`config.mk`:
```
export PLATFORM = sky130hd
export DESIGN_NAME = serializer_buf
export DESIGN_NICKNAME = d
export VERILOG_FILES = /design/src/rtl/serializer_buf.sv
export SDC_FILE = /design/constraint.sdc
export NUM_CORES = 1
export LEC_CHECK = 0
export CAP_MARGIN = 20
export CORE_UTILIZATION = 49
export DETAILED_ROUTE_END_ITERATION = 16
export MAX_ROUTING_LAYER = met4
export PLACE_DENSITY = 0.72
export SLEW_MARGIN = 20
export SYNTH_ARGS = -nofsm -noshare
export SYNTH_HDL_FRONTEND = slang
export SYNTH_SLANG_ARGS = --single-unit
export TNS_END_PERCENT = 20
```
`constraint.sdc`:
```
create_clock -name clk_i -period 1.95 [get_ports clk_i]
set_input_delay 0.39 -clock clk_i [delete_from_list [all_inputs] [get_ports clk_i]]
set_output_delay 0.39 -clock clk_i [all_outputs]
set_load 0.05 [all_outputs]
```
`src/rtl/serializer_buf.sv`:
```
// Parallel-to-serial converter with a one-word holding register; MSB- or LSB-first per word.
// Latency: first bit valid one cycle after accept; back-to-back words leave no bubble.
// Backpressure: ser_ready_i low freezes the outputs; busy_o high means new words are ignored.
module serializer_buf #(
   parameter int DATA_W = 16,
   parameter int MOD_W  = $clog2(DATA_W)
) (
   input  logic              clk_i,
   input  logic              srst_i,
   input  logic [DATA_W-1:0] data_i,
   input  logic [MOD_W-1:0]  data_mod_i,
   input  logic              data_val_i,
   input  logic              lsb_first_i,
   input  logic              ser_ready_i,
   output logic              ser_data_o,
   output logic              ser_data_val_o,
   output logic              ser_last_o,
   output logic              busy_o
);

   typedef enum logic {ST_IDLE, ST_SHIFT} state_t;

   // Counter is one bit wider than the mod field so a full DATA_W word fits.
   localparam logic [MOD_W:0] FULL_LEN = (MOD_W+1)'(DATA_W);
   localparam logic [MOD_W:0] MIN_LEN  = (MOD_W+1)'(3);
   localparam logic [MOD_W:0] ONE      = (MOD_W+1)'(1);

   state_t            r_state;
   state_t            w_state_nxt;
   logic [DATA_W-1:0] r_shift;
   logic [MOD_W:0]    r_cnt;
   logic              r_lsb;
   logic [DATA_W-1:0] r_hold_dat;
   logic [MOD_W:0]    r_hold_len;
   logic              r_hold_lsb;
   logic              r_hold_full;

   logic [MOD_W:0]    w_len;
   logic              w_len_ok;
   logic              w_acc;
   logic              w_xfer;
   logic              w_last_xfer;
   logic              w_ld_hold;
   logic              w_ld_in;
   logic              w_to_hold;

   // Decode word length, acceptance and the load source for the shifter.
   always_comb begin
      w_len       = (data_mod_i == '0) ? FULL_LEN : {1'b0, data_mod_i};
      w_len_ok    = (w_len >= MIN_LEN);
      w_acc       = data_val_i & ~r_hold_full & w_len_ok;
      w_xfer      = (r_state == ST_SHIFT) & ser_ready_i;
      w_last_xfer = w_xfer & (r_cnt == ONE);
      // A full holding register always wins the reload slot; busy_o blocks a
      // simultaneous accept in that case, so the two loads never collide.
      w_ld_hold   = w_last_xfer & r_hold_full;
      w_ld_in     = w_acc & ((r_state == ST_IDLE) | w_last_xfer);
      w_to_hold   = w_acc & ~((r_state == ST_IDLE) | w_last_xfer);
   end

   // State register.
   always_ff @(posedge clk_i) begin
      if (srst_i) r_state <= ST_IDLE;
      else        r_state <= w_state_nxt;
   end

   // Next-state and output decode; outputs are pure functions of the shifter state.
   always_comb begin
      w_state_nxt    = r_state;
      ser_data_val_o = 1'b0;
      ser_data_o     = 1'b0;
      ser_last_o     = 1'b0;
      case (r_state)
         ST_IDLE: begin
            if (w_acc) w_state_nxt = ST_SHIFT;
         end
         ST_SHIFT: begin
            ser_data_val_o = 1'b1;
            ser_data_o     = r_lsb ? r_shift[0] : r_shift[DATA_W-1];
            ser_last_o     = (r_cnt == ONE);
            if (w_last_xfer && !r_hold_full && !w_acc) w_state_nxt = ST_IDLE;
         end
         default: w_state_nxt = ST_IDLE;
      endcase
   end

   // Shifter and remaining-bit counter: reload or shift one bit per transfer.
   always_ff @(posedge clk_i) begin
      if (srst_i) begin
         r_shift <= '0;
         r_cnt   <= '0;
         r_lsb   <= 1'b0;
      end else if (w_ld_hold) begin
         r_shift <= r_hold_dat;
         r_cnt   <= r_hold_len;
         r_lsb   <= r_hold_lsb;
      end else if (w_ld_in) begin
         r_shift <= data_i;
         r_cnt   <= w_len;
         r_lsb   <= lsb_first_i;
      end else if (w_xfer) begin
         r_shift <= r_lsb ? (r_shift >> 1) : (r_shift << 1);
         r_cnt   <= r_cnt - ONE;
      end
   end

   // Holding register: filled when the shifter is busy, drained on the last bit.
   always_ff @(posedge clk_i) begin
      if (srst_i) begin
         r_hold_full <= 1'b0;
         r_hold_dat  <= '0;
         r_hold_len  <= '0;
         r_hold_lsb  <= 1'b0;
      end else if (w_to_hold) begin
         r_hold_full <= 1'b1;
         r_hold_dat  <= data_i;
         r_hold_len  <= w_len;
         r_hold_lsb  <= lsb_first_i;
      end else if (w_ld_hold) begin
         r_hold_full <= 1'b0;
      end
   end

   assign busy_o = r_hold_full;

endmodule
```
# [Yosys cells after proc, flatten, opt, wreduce, memory -nomap -nowiden]
# Index checks and enable logic that the tools add are counted.
[classes] n_eq_ne=1 reduce_logical=8 mux=19 bitwise=11 add_sub_neg=1 order_cmp=1
[op_table] op="16-bit 2-to-1 mux" count=4
[op_table] op="5-bit 2-to-1 mux" count=4
[op_table] op="1-bit 2-to-1 mux" count=10
[op_table] op="1-bit bitwise AND" count=7
[op_table] op="5-bit by 1-bit == test with 1-bit output, second input constant" count=1
[op_table] op="5-bit by 2-bit >= comparator with 1-bit output, second input constant" count=1
[op_table] op="5-bit by 1-bit subtractor with 5-bit output, second input constant" count=1
[op_table] op="4-bit logical NOT" count=1
[op_table] op="2-bit nonzero test" count=2
[op_table] op="1-bit inverter" count=3
[op_table] op="3-bit nonzero test" count=1
[op_table] op="1-bit logical AND" count=2
[op_table] op="1-bit logical NOT" count=2
[op_table] op="1-bit case mux with 2 select lines" count=1
[op_table] op="1-bit bitwise OR" count=1
[totals] regBits=46 wordCells=49 out_inout_bits=4

# [Logic depth before layout (Yosys ltp)]
# Gate-level depths: netlist of run 1.
[logic_depth] depth_word=8 depth_mapped=9

# [Worst setup path after synthesis of run 1]
# Ideal clock, no wire load.
[synth_timing] path_type="register to output" from="register r_lsb" to="output port ser_data_o" setup_slack_ns=-0.189 stages_incl_launch_ff=5 n_path_buf=2 required_time_ns=1.560 arrival_ns=1.749 cell_sequence="dfxtp_1 -> clkbuf_1 -> clkbuf_1 -> mux2i_1 -> nor2b_1"
[synth_via] elab_chain_cells=2
[synth_rtl] item="start: declaration" line="32" source="logic r_lsb;"
[synth_rtl] item="start signal: assignment" line="96" source="r_lsb <= r_hold_lsb;"
[synth_rtl] item="start signal: assignment" line="100" source="r_lsb <= lsb_first_i;"
[synth_rtl] item="1-bit 2-to-1 mux" line="79" source="ser_data_o = r_lsb ? r_shift[0] : r_shift[DATA_W-1];"
[synth_rtl] item="1-bit 2-to-1 mux" line="73" source="case (r_state)"
[synth_rtl] item="end: declaration" line="15" source="output logic ser_data_o,"
# No other way between the ends.

# [Worst setup path after layout of run 1]
[layout_timing] from="register r_cnt[1]" to="register r_cnt[1]"
[layout_via] elab_chain_cells=6
[layout_rtl] item="start: declaration" line="31" source="logic [MOD_W:0] r_cnt;"
[layout_rtl] item="start signal: assignment" line="95" source="r_cnt <= r_hold_len;"
[layout_rtl] item="start signal: assignment" line="99" source="r_cnt <= w_len;"
[layout_rtl] item="start signal: assignment" line="103" source="r_cnt <= r_cnt - ONE;"
[layout_rtl] item="branches (longest 6 deep; another with 5-bit by 1-bit subtractor with 5-bit output)"
# Several ways; the timed one is not identified. The select of a mux whose other input is x is not followed.
# A chain may end at the register's enable or synchronous reset.

==> results of run 1 <==
[per-layer routing]
layer / share of wire, % / global-route usage, %
met5: 0 / -
met4: 0.64 / 7.78
met3: 5.9 / 5.63
met2: 47 / 41.7
met1: 47 / 37.7
[through the flow]
step	total power, mW	setup WS [ps]
after floorplan	1.46	24.3
after global placement	1.70	-177
after detailed placement	1.71	-235
after CTS	2.45	-44.1
after global routing	2.61	-139
final	2.48	-62.5
[critical path: cells and delay by family, from the launching register on]
kind                       cells  cell delay [ps]
AOI/OAI and AO/OA              1              270
adders and majority gates      1              120
buffers and inverters          2              270
DFF                            1              340
and+or+nand+nor                3              920
[flip-flops by register name (all words and copies together), names as in the netlist]
name	cells
r_hold_len	5
r_lsb	1
r_cnt	5
r_hold_dat	16
r_hold_lsb	1
r_shift	16
busy_o	1
r_state	1
[cell type report]
type / instances / share of cell area [%]
Sequential cell: 46 / 29.9
Clock buffer: 5 / 2.23
Clock inverter: 3 / 1.42
Timing Repair Buffer: 64 / 19.7
Tap cell: 52 / 2.11
Multi-Input combinational cell: 209 / 43.8
Inverter: 7 / 0.851
[cell usage after synthesis, drive strengths merged]
master / count
nand2: 67
dfxtp: 46
a21oi: 28
o21ai: 21
a31oi: 17
a22oi: 15
clkbuf: 15
mux2: 14
inv: 7
nor2: 7
buf: 6
nor3: 4
o32ai: 4
a211oi: 3
and2: 2
ha: 2
mux2i: 2
nor2b: 2
o211ai: 2
o21a: 2
or3: 2
xnor2: 2
xor2: 2
a311oi: 1
nand3: 1
nor4: 1
nor4b: 1
o221a: 1
o22a: 1
o31a: 1
o31ai: 1
or2: 1
or4b: 1
[power by group through the flow]
| stage | registers (mW) | clock network (mW) | logic (mW) |
|---|---|---|---|
| global route | 1.09 | 0.779 | 0.735 |
| finish | 1.08 | 0.728 | 0.673 |
| global placement | 1.09 | 0 | 0.607 |
| detailed placement | 1.09 | 0 | 0.613 |
| floorplan | 1.10 | 0 | 0.361 |
| CTS | 1.08 | 0.738 | 0.635 |
[cells by family after synthesis]
family / after synthesis
xor gates and xnor gates: 4
and+or+nand+nor: 89
muxes: 16
AOI/OAI and AO/OA: 97
buffers and inverters: 28
DFF: 46
adders and majority gates: 2
[timing repair]
action	4_1_cts	5_1_grt
cloned	1	0
pin swaps	3	15
buffers inserted	0	1
resized for setup	11	22
setup endpoints to repair	41	44
[worst paths after layout]
check	slack (ps)	start	cells past startpoint	endpoint
min	460	r_hold_len[2]	2	r_hold_len[2]
max reg2reg	-60	r_cnt[1]	7	r_cnt[1]
min reg2reg	460	r_hold_len[2]	2	r_hold_len[2]
max	-60	r_cnt[1]	7	r_cnt[1]
==> summary.md, run 1 <==
| Metric | Value |
|---|---|
| Post-Syn Instances | `about 280` |
| HPWL Detailed | `4030 um` |
| Fraction of layout cells with a size suffix above 1 | `between 20% and 30%` |
| Switching pwr | `0.739 mW` |
| Post-synthesis sequential element count | `between 40 and 50` |
| Pwr Density | `804 mW/mm^2` |
| 1st-iter DRT viols | `115` |
| Via density | `roughly 5.7` |
| Failing checks | `setup timing` |
| Synth Area in Adders | `between 1 and 1.5%` |
| Clock share of power | `between 20% and 30%` |
| Gr usage total | `between 20 and 30%` |
| Routed Antenna Nets | `0` |
| DRC Markers | `0` |
| H-tree Lvls | `2` |
| Synthesized area per cell | `slightly above 8 sq um` |
| Die Span Y | `between 70 and 80 um` |
| Critical Path RT | `around 2200 ps` |
| Fill count | `roughly 360` |
| Max stage delay on crit path | `a little over 500 ps` |
| Outcome | `finished with violations` |
| Largest family of logic cells by synthesized area | `compound AO/OA/AOI/OAI gates` |
| Worst-path clk slew | `around 90 ps` |
| Most common cell after layout, fill and taps aside | `nand2_1` |
| Slew margin rel. | `a little over three fifths` |
| YS warnings | `0` |
| Reg power frac | `a little over two fifths` |
| Critical path type | `reg -> reg` |
| Final worst setup slack | `-62.5 ps` |
| Worst Hold Class | `reg -> reg` |
| Synth area leader | `dfxtp_1` |
| Die X | `around 70 um` |
| Final WL | `about 6200 um` |
| Int Power | `roughly 1.7 mW` |
| Initial core utilization | `between 50% and 60%` |
| Initial antenna violation count | `0` |
| Maxcap violations | `0` |
| Nets | `360` |
| Worst-Skew Late Latency | `300 ps` |
| Post-DP Area | `about 0.0028 sq mm` |
| Worst-path fanout max | `10` |
| Core area | `between 0.004 and 0.005 sq mm` |
| Multiplexer share of the synthesized area | `just under 8%` |
| N_diodes | `0` |
| Number of top-level pins | `29` |
| Clock net sink count | `46` |
| First-pass GRT wire length | `about 10000 um` |
| Peak VDD IR | `~0.61 mV` |
| CP Data Arrival Time | `roughly 2200 ps` |
| Overflow left after global routing | `0` |
| Seq. cell area | `~900 sq um` |
| Final critical-path share of the clock period | `103%` |
| Std-Cell Rows | `24` |
| Final Hold Viols | `0` |
| Drt wl/cell | `16.1 um` |
| Syn nets | `around 300` |
| Area Overhead vs Synth | `35.8%` |
| Layout Cells excl Fill | `386` |
| Startpoint types | `register` |
| Critical Path, Cell by Cell | `inv_2 -> ha_4 -> or4b_4 -> nor3_4 -> buf_6 -> nand2_1 -> a311oi_2` |
| Placed Cells | `~380` |
| Detailed Routing Iterations Pass 1 | `4` |
| Highest Clock Rate | `497 MHz` |
| Tightest Pin Transition | `between 500 and 600 ps` |
| XOR/XNOR Fraction of Synth Area | `1.54%` |
| Die area | `around 0.0049 sq mm` |
| Post-Syn Area | `~0.0023 sq mm` |
| Unique cell type count in the Yosys netlist | `38` |
| CTS tree | `built` |
| Final design utilization | `a little over two thirds` |
| Port-buffer cells | `28` |
| CP max stage cell | `or4b_4` |
| Worst hold slack | `between 400 and 500 ps` |
| Sequential share of the synthesized area | `40.5%` |
| Most frequent cells in the layout | `nand2_1, dfxtp_1, buf_4` |
| Hold-fix buffers at CTS | `0` |
| Footprint of the multi-input gates | `roughly 0.0014 sq mm` |
| Bufs on Longest Clock Path | `2` |
| Setup TNS | `-284 ps` |
| Leak | `about 1.1 nW` |
| Simple-gate area share of the yosys netlist | `between 15 and 20%` |
| Final GP Congestion | `around 0.9` |
| RSZ-0062 raised after global routing | `true` |
| Finished Cell Area | `slightly above 0.003 sq mm` |
| Compound-cell area share of the yosys netlist | `27.0%` |
| Vias in the first global route | `about 2100` |
| Clock root buffer | `clkbuf_8` |
| Sw Share | `slightly below 30%` |
| Largest net degree at the start of global routing | `35` |
| Final min period | `2010 ps` |
| Share of the synthesized area in the top cell type | `about two fifths` |
| Vias | `2211` |
| Setup crit end kind | `register` |
| Combinational share of power | `27.1%` |
| Ranking of synthesized cells by area | `dfxtp_1, nand2_1, mux2_2` |
| CTS Buf Count | `5` |
| Setup violators final | `13` |
| Count of pins over their slew limit | `0` |
| Layout Skew | `roughly 8.1 ps` |
Note: power is estimated with default switching activity, not from simulation.
==> run 2: changes to the inputs <==
==> constraint.sdc (replaced) <==
create_clock -name clk_i -period 1.95 [get_ports clk_i]
set_input_delay 0.39 -clock clk_i [delete_from_list [all_inputs] [get_ports clk_i]]
set_output_delay 0.39 -clock clk_i [all_outputs]
set_load 0.005 [all_outputs]
==> run 2 against run 1 <==
The run still ends with setup timing left. Global-route usage down 2.0 points. Sequential cell count unchanged. Via count down 1.5%. Power down 6.5%. Critical path depth up 1. Combinational power down 7.7%. Non-clock buffer count down 4. Critical path type unchanged. Largest power group unchanged.
==> summary.md, run 2 (synthesis results as in run 1) <==
| Metric | Value |
|---|---|
| Crit path max-delay family | `simple AND/OR/NAND/NOR gates` |
| Fraction of layout cells with a size suffix above 1 | `23.3% (-4.5 points)` |
| Reg-to-reg setup timing slack | `-20 ps (+40 ps)` |
| Count of pins over their slew limit | `0 (unchanged)` |
| Pwr Density | `778 mW/mm^2 (-3.3%)` |
| Largest net degree at the start of global routing | `32 (-8.6%)` |
| CP Data Arrival Time | `2200 ps (-30 ps)` |
| HPWL Detailed | `3760 um (-6.7%)` |
| Die area | `0.00492 sq mm (unchanged)` |
| Final WL | `5550 um (-11%)` |
| R2r worst-path depth | `8 (+1)` |
| Vias in the first global route | `2116 (+0.52%)` |
| Worst-path clk slew | `80 ps (about the same)` |
| Overflow left after global routing | `0 (unchanged)` |
| Critical R2R Launch | `r_cnt[1]` |
| Combinational share of power | `26.7% (-0.4 points)` |
| Final Hold Viols | `0 (unchanged)` |
| Buf/Inv on CP | `2 (unchanged)` |
| Layout Skew | `8.68 ps (+0.585 ps)` |
| Critical path type | `reg -> reg` |
| Nets | `356 (-1.1%)` |
| RSZ-0062 raised after global routing | `true` |
| CP max stage cell | `or4b_4` |
| Initial antenna violation count | `0 (unchanged)` |
| Die Span Y | `70.1 um (unchanged)` |
| DR top layer | `met4` |
| Std-Cell Rows | `24 (unchanged)` |
| CTS Buf Count | `5 (unchanged)` |
| Reg power frac | `47.0% (+3.4 points)` |
| Final total power | `2.32 mW (-6.5%)` |
| Maxcap violations | `0 (unchanged)` |
| Clock share of power | `26.3% (-3.0 points)` |
| Final critical-path share of the clock period | `101% (-1.9 points)` |
| Endpoint, Worst Hold | `r_hold_len[1]` |
| Worst-path fanout max | `8 (-2)` |
| Outcome | `finished with violations` |
| Initial core utilization | `51.5% (unchanged)` |
| Drt wl/cell | `14.5 um (-9.9%)` |
| Setup crit end kind | `register` |
| Core area | `0.00441 sq mm (unchanged)` |
| Clock root buffer | `clkbuf_8` |
| 1st-iter DRT viols | `184 (+60%)` |
| DRC Markers | `0 (unchanged)` |
| Worst-Skew Late Latency | `310 ps (about the same)` |
| Final worst setup slack | `-24.9 ps (+37.6 ps)` |
| Clock net sink count | `46 (unchanged)` |
| Gr usage total | `25.7% (-2.0 points)` |
| Area Overhead vs Synth | `31.2%` |
| Peak VDD IR | `0.465 mV (-24%)` |
| Startpoint types | `register` |
| Biggest regs | `r_hold_dat (16), r_shift (16)` |
| H-tree Lvls | `2 (unchanged)` |
| Tightest Pin Transition | `485 ps (-66.2 ps)` |
| Leak | `1.07 nW (-4.6%)` |
| Slew margin rel. | `67.6% (+4.4 points)` |
| Hold Path Stages | `2 (unchanged)` |
| Die X | `70.1 um (unchanged)` |
| Number of top-level pins | `29 (unchanged)` |
| Setup violators final | `4 (-9)` |
| Met2 WL post-DR | `2710 um (-6.5%)` |
| Detailed Routing Iterations Pass 1 | `4 (unchanged)` |
| Most common cell after layout, fill and taps aside | `nand2_1` |
| Reg2reg end | `r_shift[5]` |
| Met3 WL post-DR | `272 um (-25%)` |
| Setup TNS | `-47.7 ps (+236 ps)` |
| Fill count | `393 (+10%)` |
| Int Power | `1.64 mW (-6.1%)` |
| N_diodes | `0 (unchanged)` |
| Vias | `2178 (-1.5%)` |
| Bufs on Longest Clock Path | `2 (unchanged)` |
| Max stage delay on crit path | `500 ps (about the same)` |
| Sw Share | `29.4% (-0.31 points)` |
| Met1 WL | `2460 um (-16%)` |
| Final GP Congestion | `0.883 (-0.24%)` |
| Switching pwr | `0.683 mW (-7.5%)` |
| Critical Path, Cell by Cell | `inv_2 -> ha_4 -> or4b_4 -> o21ai_4 -> and2_4 -> buf_12 -> a22oi_2 -> a31oi_1` |
| Port-buffer cells | `28 (unchanged)` |
| Failing checks | `setup timing` |
| Worst setup startpoint | `r_cnt[1]` |
| Critical Path RT | `2180 ps (about the same)` |
| First-pass GRT wire length | `9740 um (-6.2%)` |
| Worst Hold Class | `reg -> reg` |
| Via density | `5.70 (-0.46%)` |
| Routed Antenna Nets | `0 (unchanged)` |
| CTS tree | `built` |
| Hold_sp | `r_hold_len[1]` |
| Most frequent cells in the layout | `nand2_1, dfxtp_1, buf_4` |
| Highest Clock Rate | `506 MHz (+1.9%)` |
| Final min period | `1970 ps (-37.6 ps)` |
[run 2: cell type report]
| class | instances | area (sq um) | share of cell area [%] |
|---|---|---|---|
| clock buffer | 7 | 86.3 | 2.89 |
| clock inverter | 1 | 5.00 | 0.168 |
| inverter | 7 | 26.3 | 0.880 |
| multi-input combinational | 209 | 1320 | 44.3 |
| sequential | 46 | 925 | 31.0 |
| tap | 52 | 65.1 | 2.18 |
| timing repair buffer | 60 | 557 | 18.7 |
[run 2: worst register-to-register path: stages (launching register included)]
cell and delay, ps:
dfxtp_2 330, inv_2 70, ha_4 120, or4b_4 500
o21ai_4 210, and2_4 260, buf_12 140, a22oi_2 60
a31oi_1 200
[run 2: how the worst max path moves through the flow]
| stage | endpoint | slack [ps] | cells past startpoint |
|---|---|---|---|
| after global routing | r_shift[5] | -150 | 8 |
| final | r_shift[5] | -20 | 8 |
| after global placement | r_hold_len[0] | -190 | 7 |
| after floorplan | r_cnt[1] | 20 | 8 |
| after CTS | r_shift[7] | -40 | 8 |
| after detailed placement | r_hold_dat[13] | -250 | 7 |
[run 2: metal layers]
| layer | GRT usage [%] | vias up |
|---|---|---|
| met1 | 31.4 | 1020 |
| met5 | - | - |
| met2 | 40.8 | 46 |
| li1 | - | 1103 |
| met3 | 6.20 | 9 |
| met4 | 10.4 | 0 |
[run 2: power groups by stage]
stage	clock (mW)	combinational, mW	sequential (mW)
after floorplan	0	0.355	1.09
after global placement	0	0.570	1.10
after global routing	0.663	0.689	1.10
after detailed placement	0	0.578	1.10
final	0.611	0.621	1.09
after CTS	0.628	0.606	1.09
[run 2: what timing repair did]
| item | in CTS | in global routing |
|---|---|---|
| buffers inserted | 3 | 0 |
| gates resized for setup | 10 | 12 |
| pin swaps | 7 | 16 |
| hold buffers | 0 | 0 |
| setup endpoints to repair | 44 | 46 |
| gates cloned | 1 | 0 |
[run 2: metrics by stage]
step | instances | area [sq um] | setup WS, ps | hold WS [ps] | util (%)
floorplan | 282 | 2270 | 24.3 | 433 | -
global placement | 370 | 2790 | -188 | 442 | 63.1
detailed placement | 370 | 2790 | -251 | 447 | 63.1
CTS | 382 | 2950 | -37.7 | 459 | 66.7
global route | 382 | 2990 | -151 | 474 | 67.6
finish | 382 | 2990 | -24.9 | 455 | 67.6
==> run 3: changes to the inputs <==
--- a/config.mk
+++ b/config.mk
@@ -10,7 +10,7 @@
 export DETAILED_ROUTE_END_ITERATION = 16
 export MAX_ROUTING_LAYER = met4
 export PLACE_DENSITY = 0.72
-export SLEW_MARGIN = 20
+export RECOVER_POWER = 100
 export SYNTH_ARGS = -nofsm -noshare
 export SYNTH_HDL_FRONTEND = slang
 export SYNTH_SLANG_ARGS = --single-unit
==> run 3 against run 2 <==
Die area stayed put. Largest cell class unchanged. Clock skew unchanged. Critical path type unchanged. The run still ends with setup timing left. Clock power barely moved. First-iteration DRC count unchanged.
==> summary.md, run 3 (synthesis results as in run 1) <==
| Metric | Value |
|---|---|
| N_diodes | `0 (unchanged)` |
| Critical path type | `reg -> reg` |
| Outcome | `finished with violations` |
| Final design utilization | `67.6% (about the same)` |
| Area Overhead vs Synth | `31.2% (about the same)` |
| Maxcap violations | `0 (unchanged)` |
| Setup violators final | `4 (unchanged)` |
| Final GP Congestion | `0.883 (unchanged)` |
| Clock share of power | `26.3% (about the same)` |
| Biggest regs | `r_hold_dat (16), r_shift (16)` |
| Tightest Pin Transition | `485 ps (unchanged)` |
| Seq. cell area | `923 sq um (-0.14%)` |
| Final total power | `2.32 mW (about the same)` |
| Int Power | `1.64 mW (about the same)` |
| Most frequent cells in the layout | `nand2_1, dfxtp_1, buf_4` |
| Vias in the first global route | `2116 (unchanged)` |
| Count of pins over their slew limit | `0 (unchanged)` |
| Number of top-level pins | `29 (unchanged)` |
| Critical Path RT | `2180 ps (about the same)` |
| Clock root buffer | `clkbuf_8` |
| Gr usage total | `25.7% (unchanged)` |
| Via density | `5.70 (unchanged)` |
| Initial core utilization | `51.5% (unchanged)` |
| Leak | `1.08 nW (+0.25%)` |
| CP Data Arrival Time | `2200 ps (about the same)` |
| RSZ-0062 raised after global routing | `true` |
| Worst-path clk slew | `80 ps (about the same)` |
| 1st-iter DRT viols | `184 (unchanged)` |
| Clock net sink count | `46 (unchanged)` |
| Slew margin rel. | `67.6% (unchanged)` |
| Drt wl/cell | `14.5 um (unchanged)` |
| Peak VDD IR | `0.465 mV (about the same)` |
| Die X | `70.1 um (unchanged)` |
| Port-buffer cells | `28 (unchanged)` |
| Failing checks | `setup timing` |
| CTS tree | `built` |
| Switching pwr | `0.683 mW (about the same)` |
| Final WL | `5550 um (unchanged)` |
| Placed Cells | `370 (unchanged)` |
| Detailed Routing Iterations Pass 1 | `4 (unchanged)` |
| Worst-path fanout max | `8 (unchanged)` |
| H-tree Lvls | `2 (unchanged)` |
| Footprint of the multi-input gates | `0.00132 sq mm (unchanged)` |
| Pre-CTS setup slack | `-251 ps (unchanged)` |
| Highest Clock Rate | `506 MHz (unchanged)` |
| Bufs on Longest Clock Path | `2 (unchanged)` |
| Final Hold Viols | `0 (unchanged)` |
| Die Span Y | `70.1 um (unchanged)` |
| Finished Cell Area | `0.00298 sq mm (about the same)` |
| Most common cell after layout, fill and taps aside | `nand2_1` |
| Sw Share | `29.4% (about the same)` |
| Startpoint types | `register` |
| CTS Buf Count | `5 (unchanged)` |
| Die area | `0.00492 sq mm (unchanged)` |
| Reg power frac | `47.0% (about the same)` |
| Post-DP Area | `0.00279 sq mm (unchanged)` |
| Final min period | `1970 ps (+0.000200 ps)` |
| Final critical-path share of the clock period | `101% (about the same)` |
| Worst hold slack | `455 ps (unchanged)` |
| Routed Antenna Nets | `0 (unchanged)` |
| Worst Hold Class | `reg -> reg` |
| Layout Cells excl Fill | `382 (unchanged)` |
| Vias | `2178 (unchanged)` |
| Final worst setup slack | `-24.9 ps (-0.000200 ps)` |
| Pwr Density | `778 mW/mm^2 (about the same)` |
| HPWL Detailed | `3760 um (unchanged)` |
| Fraction of layout cells with a size suffix above 1 | `23.0% (-0.30 points)` |
| Worst-Skew Late Latency | `310 ps (about the same)` |
| Layout Skew | `8.68 ps (unchanged)` |
| Fill count | `394 (+0.25%)` |
| First-pass GRT wire length | `9740 um (unchanged)` |
| Core area | `0.00441 sq mm (unchanged)` |
| DRC Markers | `0 (unchanged)` |
| Largest net degree at the start of global routing | `32 (unchanged)` |
| Setup crit end kind | `register` |
| Initial antenna violation count | `0 (unchanged)` |
| Setup TNS | `-47.7 ps (-0.000700 ps)` |
| Overflow left after global routing | `0 (unchanged)` |
| Std-Cell Rows | `24 (unchanged)` |
| Combinational share of power | `26.7% (about the same)` |
| Nets | `356 (unchanged)` |
run 3: cell types whose count changed in the layout (fill, tap and decap cells not counted):
cell	change
clkdlybuf4s50_1	-1
dfxtp_1	+1
dfxtp_2	-1
dlygate4sd3_1	+1
run 3: path summary, 6_finish.rpt:
| check | startpoint | end | slack, ps | cells after the start |
|---|---|---|---|---|
| setup / recovery | r_cnt[1] | r_shift[5] | -20 | 8 |
| hold / removal | r_hold_len[1] | r_hold_len[1] | 460 | 2 |
| setup reg to reg | r_cnt[1] | r_shift[5] | -20 | 8 |
| hold reg to reg | r_hold_len[1] | r_hold_len[1] | 460 | 2 |
run 3: critical path: stages (launching register included):
cell	delay, ps
dfxtp_2	330
inv_2	70
ha_4	120
or4b_4	500
o21ai_4	210
and2_4	260
buf_12	140
a22oi_2	60
a31oi_1	200
run 3: power by group through the flow:
| stage | combinational [mW] | clock, mW | sequential (mW) |
|---|---|---|---|
| final | 0.620 | 0.611 | 1.09 |
| after global routing | 0.688 | 0.663 | 1.10 |
| after CTS | 0.606 | 0.628 | 1.09 |
| after detailed placement | 0.578 | 0 | 1.10 |
| after global placement | 0.570 | 0 | 1.10 |
| after floorplan | 0.355 | 0 | 1.09 |
run 3: final cells by class:
class,instances,area share (%)
Clock buffer,7,2.89
Clock inverter,1,0.168
Inverter,7,0.881
Multi-Input combinational cell,209,44.3
Sequential cell,46,30.9
Tap cell,52,2.18
Timing Repair Buffer,60,18.7
run 3: what timing repair did:
action,4_1_cts,5_1_grt
hold buffers,0,0
setup buffers,3,0
pin swaps,7,16
endpoints found under the setup margin,44,46
resized for setup,10,12
gates cloned,1,0
run 3: routing by layer:
| layer | vias to the layer above | part of all wire (%) | track usage [%] |
|---|---|---|---|
| li1 | 1103 | - | - |
| met1 | 1020 | 44 | 31.4 |
| met2 | 46 | 49 | 40.8 |
| met3 | 9 | 4.9 | 6.20 |
| met4 | 0 | 1.8 | 10.4 |
| met5 | - | 0 | - |
